**config.mk**
```make
export PLATFORM = sky130hd
export DESIGN_NAME = program_memory_arbiter
export DESIGN_NICKNAME = d
export VERILOG_FILES = /design/src/rtl/prog_mem_arb_pkg.sv /design/src/rtl/prog_addr_check.sv /design/src/rtl/program_memory_arbiter.sv
export SDC_FILE = /design/constraint.sdc
export NUM_CORES = 1
export LEC_CHECK = 0
export BUFFER_PORTS_ARGS = -buffer_cell sky130_fd_sc_hd__buf_4
export CORE_MARGIN = 1.5
export CORE_UTILIZATION = 35
export DETAILED_ROUTE_END_ITERATION = 10
export GPL_TIMING_DRIVEN = 0
export PLACE_DENSITY_LB_ADDON = 0.3
export SYNTH_ARGS = -nofsm -noshare
export SYNTH_HDL_FRONTEND = slang
export SYNTH_SLANG_ARGS = --single-unit
```
**constraint.sdc**
```tcl
create_clock -name clk -period 3.55 [get_ports clk]
set_clock_uncertainty 0.05 [all_clocks]
set_input_delay 0.355 -clock clk [delete_from_list [all_inputs] [get_ports clk]]
set_output_delay 0.355 -clock clk [all_outputs]
set_load 0.005 [all_outputs]
```
**src/rtl/prog_mem_arb_pkg.sv**
```systemverilog
// Shared types and constants for the program-memory arbiter.
package prog_mem_arb_pkg;
  typedef enum logic [1:0] {GNT_NONE, GNT_FETCH, GNT_DBG} gnt_e;
  localparam logic [31:0] TEXT_BASE_DEF = 32'h0040_0000;
  localparam int          WORD_BYTES    = 4;
endpackage

```
**src/rtl/prog_addr_check.sv**
```systemverilog
// Combinational alignment / text-segment range check on a byte address.
module prog_addr_check
  import prog_mem_arb_pkg::*;
#(
  parameter int                    DATA_WIDTH   = 32,
  parameter int                    MEMORY_DEPTH = 32,
  parameter logic [DATA_WIDTH-1:0] TEXT_BASE    = TEXT_BASE_DEF
)(
  input  logic [DATA_WIDTH-1:0] addr,
  output logic                  err
);
  localparam int              EW       = DATA_WIDTH + 1;
  // one extra bit so the segment end cannot wrap past the address space
  localparam logic [EW-1:0]   TEXT_END = {1'b0, TEXT_BASE} + EW'(WORD_BYTES * MEMORY_DEPTH);

  assign err = (addr[1:0] != 2'b00) || (addr < TEXT_BASE) || ({1'b0, addr} >= TEXT_END);
endmodule

```
**src/rtl/program_memory_arbiter.sv**
```systemverilog
// Two-requester program-memory read arbiter: fetch priority, starvation-protected debug.
// Optional statistics counters enabled by defining PMARB_STATS_EN.
module program_memory_arbiter
  import prog_mem_arb_pkg::*;
#(
  parameter int                    MEMORY_DEPTH = 32,
  parameter int                    DATA_WIDTH   = 32,
  parameter logic [DATA_WIDTH-1:0] TEXT_BASE    = TEXT_BASE_DEF,
  parameter int                    STARVE_LIMIT = 4
)(
  input  logic                  clk,
  input  logic                  reset,
  input  logic                  fetch_req,
  input  logic [DATA_WIDTH-1:0] fetch_addr,
  input  logic                  fetch_flush,
  output logic                  fetch_ready,
  output logic                  fetch_valid,
  output logic [DATA_WIDTH-1:0] fetch_instr,
  output logic                  fetch_err,
  input  logic                  dbg_req,
  input  logic [DATA_WIDTH-1:0] dbg_addr,
  output logic                  dbg_ready,
  output logic                  dbg_valid,
  output logic [DATA_WIDTH-1:0] dbg_data,
  output logic                  dbg_err,
`ifdef PMARB_STATS_EN
  output logic [31:0]           stat_fetch_cnt,
  output logic [31:0]           stat_dbg_cnt,
  output logic [15:0]           stat_err_cnt,
  output logic [15:0]           stat_starve_cnt,
`endif
  output logic [DATA_WIDTH-1:0] mem_addr,
  input  logic [DATA_WIDTH-1:0] mem_instr
);
  localparam int SW = 4;

  gnt_e                  gnt_q, gnt_d;
  logic [SW-1:0]         starve_cnt;
  logic                  force_dbg, gnt_fetch, gnt_dbg, gnt_err;
  logic [DATA_WIDTH-1:0] gnt_addr, addr_q, finstr_q, ddata_q;
  logic                  ferr_q, derr_q, flush_q;

  assign force_dbg = dbg_req && (starve_cnt == SW'(STARVE_LIMIT));
  assign gnt_dbg   = !reset && dbg_req && (!fetch_req || force_dbg);
  assign gnt_fetch = !reset && fetch_req && !gnt_dbg;
  // idle cycles keep the last granted address so the memory port never glitches
  assign gnt_addr  = gnt_fetch ? fetch_addr : (gnt_dbg ? dbg_addr : addr_q);
  assign mem_addr  = reset ? TEXT_BASE : gnt_addr;

  prog_addr_check #(
    .DATA_WIDTH  (DATA_WIDTH),
    .MEMORY_DEPTH(MEMORY_DEPTH),
    .TEXT_BASE   (TEXT_BASE)
  ) u_chk (
    .addr(gnt_addr),
    .err (gnt_err)
  );

  always_comb begin
    gnt_d = GNT_NONE;
    if (gnt_fetch)    gnt_d = GNT_FETCH;
    else if (gnt_dbg) gnt_d = GNT_DBG;
  end

  always_ff @(posedge clk) begin
    if (reset) begin
      gnt_q      <= GNT_NONE;
      starve_cnt <= '0;
      addr_q     <= TEXT_BASE;
      finstr_q   <= '0;
      ferr_q     <= 1'b0;
      ddata_q    <= '0;
      derr_q     <= 1'b0;
      flush_q    <= 1'b0;
    end else begin
      gnt_q   <= gnt_d;
      addr_q  <= gnt_addr;
      flush_q <= fetch_flush && gnt_fetch;
      if (gnt_fetch) begin
        finstr_q <= gnt_err ? '0 : mem_instr;
        ferr_q   <= gnt_err;
      end
      if (gnt_dbg) begin
        ddata_q <= gnt_err ? '0 : mem_instr;
        derr_q  <= gnt_err;
      end
      if (!dbg_req || gnt_dbg)                   starve_cnt <= '0;
      else if (starve_cnt != SW'(STARVE_LIMIT)) starve_cnt <= starve_cnt + 1'b1;
    end
  end

  // reset masks outputs immediately so a response in flight never surfaces
  always_comb begin
    fetch_ready = gnt_fetch;
    dbg_ready   = gnt_dbg;
    fetch_valid = !reset && (gnt_q == GNT_FETCH) && !flush_q;
    dbg_valid   = !reset && (gnt_q == GNT_DBG);
    fetch_err   = fetch_valid && ferr_q;
    dbg_err     = dbg_valid && derr_q;
    fetch_instr = reset ? '0 : finstr_q;
    dbg_data    = reset ? '0 : ddata_q;
  end

`ifdef PMARB_STATS_EN
  always_ff @(posedge clk) begin
    if (reset) begin
      stat_fetch_cnt  <= '0;
      stat_dbg_cnt    <= '0;
      stat_err_cnt    <= '0;
      stat_starve_cnt <= '0;
    end else begin
      if (gnt_fetch)                        stat_fetch_cnt  <= stat_fetch_cnt + 1'b1;
      if (gnt_dbg)                          stat_dbg_cnt    <= stat_dbg_cnt + 1'b1;
      if ((gnt_fetch || gnt_dbg) && gnt_err) stat_err_cnt   <= stat_err_cnt + 1'b1;
      if (gnt_dbg && fetch_req)             stat_starve_cnt <= stat_starve_cnt + 1'b1;
    end
  end
`endif
endmodule

```
==> PnR_summary.wiki <==
{| class="wikitable"
! Metric !! Value
|-
| Result of the run || finished clean
|-
| Critical path class || input port to output port
|-
| Total negative slack for setup checks || 0 ns
|-
| Cell Area, Placed || just under 7000 um2
|-
| Worst max-slew margin expressed relative to the limit || 0.500
|-
| Post-route cell area || ~7300 um2
|-
| Number of maximum-capacitance violations || 0
|-
| Count of state elements after synthesis || ~110
|-
| Static leakage || between 2 and 3 nW
|-
| Number of instances in the synthesized netlist || just over 600
|-
| Placed insts || between 1,000 and 1,500
|-
| Global-route wire length before repair || 26,900 um
|-
| Beginning of the worst hold path || mem_instr[26]
|-
| Net Count, Synth || a little over 700
|-
| Initial core utilization || 0.358
|-
| Synthesis Warnings || 0
|-
| Number of global-route vias before repair || 5,000
|-
| RSZ-0062 raised after global routing || no
|-
| Hpwl dp || about 13,000 um
|-
| Num CTS Buffers || 9
|-
| Vias after detailed routing || around 5,300
|-
| Core Footprint || 14,500 um2
|-
| First DRT Iteration DRCs || 303
|-
| Root cell of the clock tree || sky130_fd_sc_hd__clkbuf_16
|-
| Number of antenna violations at the first check in global routing || 0
|-
| CP startpoint || reset
|-
| Post-synthesis area per instance || about 8.4 um2
|-
| Top-count cell post-synth || sky130_fd_sc_hd__dfxtp_1
|-
| Final ANT Viol Nets || 0
|-
| Number of placement rows || between 40 and 50
|-
| Most common library cells after synthesis || sky130_fd_sc_hd__dfxtp_1, sky130_fd_sc_hd__nand2_1, sky130_fd_sc_hd__nor2b_1
|-
| Routed wire length per instance || between 15 and 20 um
|-
| Sequential-to-total area share from yosys stat || 0.405
|-
| PostCTS Resize Cnt || 1
|-
| Final net count || between 900 and 1,000
|-
| Post-layout minimum cycle time || between 3 and 4 ns
|-
| Area grow syn2layout || 39.9%
|-
| Post-route clock period utilization || 0.916
|-
| Fraction of post-synthesis cell area in the top cell type by area || 0.405
|-
| Signal arrival time at the worst endpoint || between 2 and 3 ns
|-
| Measured slew at the worst slew-check pin || 0.751 ns
|-
| CTS tree || built
|-
| Number of port buffers || approximately 200
|-
| Total iterations of the first detailed-routing run || 5
|-
| Sink of the worst hold path || finstr_q[26]
|-
| Via-per-instance ratio || about 5.2
|-
| Worst Hold Path Cells || 3
|-
| Post-synthesis cell area || 5190 um2
|-
| FF-to-FF End || ddata_q[10]
|-
| Largest buffer count on any clock path || 2
|-
| Leading cell types by total area after synthesis || sky130_fd_sc_hd__dfxtp_1, sky130_fd_sc_hd__nor2b_1, sky130_fd_sc_hd__nand2_1
|-
| Post-detailed-routing wire length || around 17,000 um
|-
| Power Density || 379 nW/um2
|-
| Number of endpoints failing setup at the final stage || 0
|-
| Logic depth of the worst register-to-register path || 11
|-
| Number of flops mapped to enable cells by yosys || 0
|-
| DRC || 0
|-
| Pin count of the biggest net entering global routing || 19
|-
| Die width || about 120 um
|-
| Number of slew-limit violations in the final report || 0
|-
| Number of non-filler instances in the completed layout || 1,018
|-
| Post-CTS setup buffer count || 0
|-
| FMAX || approximately 310 MHz
|-
| DIE AREA || around 16,000 um2
|-
| Endpoint class of the critical path || output port
|-
| Most common flop cell mapped by yosys || sky130_fd_sc_hd__dfxtp_1
|-
| Required @ worst endpoint || 3.14 ns
|-
| FFs w/ async S/R, synth || 0
|-
| Endpoints failing hold || 0
|-
| Cell type with the largest total area after synthesis || sky130_fd_sc_hd__dfxtp_1
|-
| H-tree levels || 3
|-
| Clock insertion delay at the later pin of the skew report || between 0.3 and 0.4 ns
|-
| Number of buffers inserted by hold repair at cts || 0
|-
| Routability Congestion || between 0.8 and 0.9
|-
| Reg-to-reg slack, setup || 0.47 ns
|-
| Peak supply drop || about 0.21 mV
|-
| Count of antenna diodes in the layout || 0
|-
| Count of different cell masters after synthesis || between 40 and 50
|-
| Clock transition at the registers of the reported paths || around 0.080 ns
|-
| Tot GR Track Use || 0.218
|-
| Total grt overflow || 0
|-
| Share of layout cells above drive strength 1 || 0.356
|-
| DIE HEIGHT || ~120 um
|-
| Count of boundary I/O pins || between 200 and 250
|-
| Worst Setup Start Kind || input port
|-
| Class of the tightest hold or removal check || input port to register
|-
| Utilization of the core after routing || 0.501
|-
| CP Max Fanout || 10
|-
| Sinks on Clock Net || 105
|-
| Origin of the critical flop-to-flop path || starve_cnt[0]
|}
critical path, stage by stage:
cell	delay, ns
sky130_fd_sc_hd__buf_4	0.11
sky130_fd_sc_hd__buf_2	0.21
sky130_fd_sc_hd__buf_2	0.27
sky130_fd_sc_hd__clkbuf_1	0.43
sky130_fd_sc_hd__clkbuf_1	0.45
sky130_fd_sc_hd__buf_1	0.59
sky130_fd_sc_hd__nor4_1	0.22
sky130_fd_sc_hd__buf_4	0.19
metrics by stage:
stage	setup slack, ns	total power, mW	hold slack (ns)
3_3_place_gp	0.276	1.65	0.380
5_1_grt	0.143	2.84	0.196
2_1_floorplan	1.14	1.44	0.371
3_5_place_dp	0.283	1.66	0.383
4_1_cts	0.163	2.76	0.186
6_report	0.299	2.75	0.191
sequential cells by signal, summed over array words and instances, names as in the netlist:
signal	cells
ddata_q	32
flush_q	1
starve_cnt	4
derr_q	1
gnt_q	2
finstr_q	32
addr_q	32
ferr_q	1
layout by cell type, fill, tap and decap left out, types with 6 or more instances in the layout:
master	instances
sky130_fd_sc_hd__buf_4	202
sky130_fd_sc_hd__dfxtp_1	105
sky130_fd_sc_hd__nand2_1	99
sky130_fd_sc_hd__nor2b_1	70
sky130_fd_sc_hd__o21ai_2	40
sky130_fd_sc_hd__nand4_1	34
sky130_fd_sc_hd__o21ai_0	29
sky130_fd_sc_hd__clkbuf_1	28
sky130_fd_sc_hd__nor3_1	25
sky130_fd_sc_hd__nor2_1	21
sky130_fd_sc_hd__buf_2	17
sky130_fd_sc_hd__a211oi_1	17
sky130_fd_sc_hd__nand2b_1	14
sky130_fd_sc_hd__o32ai_1	12
sky130_fd_sc_hd__o221ai_1	10
sky130_fd_sc_hd__nor4_1	10
sky130_fd_sc_hd__clkbuf_16	9
sky130_fd_sc_hd__inv_1	8
sky130_fd_sc_hd__or2_2	7
sky130_fd_sc_hd__mux2i_1	7
sky130_fd_sc_hd__buf_1	6
how the worst max path moves through the flow:
| stage | end | slack, ns |
|---|---|---|
| floorplan | ddata_q[22] | 1.14 |
| global placement | mem_addr[29] | 0.28 |
| detailed placement | mem_addr[29] | 0.28 |
| CTS | mem_addr[8] | 0.16 |
| global route | mem_addr[28] | 0.14 |
| finish | mem_addr[29] | 0.30 |
cells by family after synthesis:
group	Yosys count	synth area share
flip-flops	105	0.405
XOR/XNOR	2	0.00338
adder cells (fa/ha/maj)	2	0.00482
AND/OR/NAND/NOR	299	0.300
buffers and inverters	68	0.0724
AO/OA/AOI/OAI	134	0.201
multiplexers	7	0.0135
power by group:
part	total [mW]	internal (mW)	switching, mW
clock network	1.12	0.628	0.493
registers	1.22	1.21	0.0117
logic	0.410	0.190	0.220
total	2.75	2.03	0.725
metal layers:
layer | GRT usage | part of all wire
met5 | 0 | 0
met1 | 0.283 | 0.43
met4 | 0.0629 | 0.017
met3 | 0.0588 | 0.088
met2 | 0.355 | 0.46
area by class of cell:
class                      instances  area, um2
buffer                            59        342
clock buffer                       9        225
clock inverter                     7        101
fill                            1438       7220
inverter                           8       30.0
multi-input combinational        444       2710
sequential                       105       2100
tap                              184        230
timing repair buffer             202       1520
(Power assumes the default switching activity.)
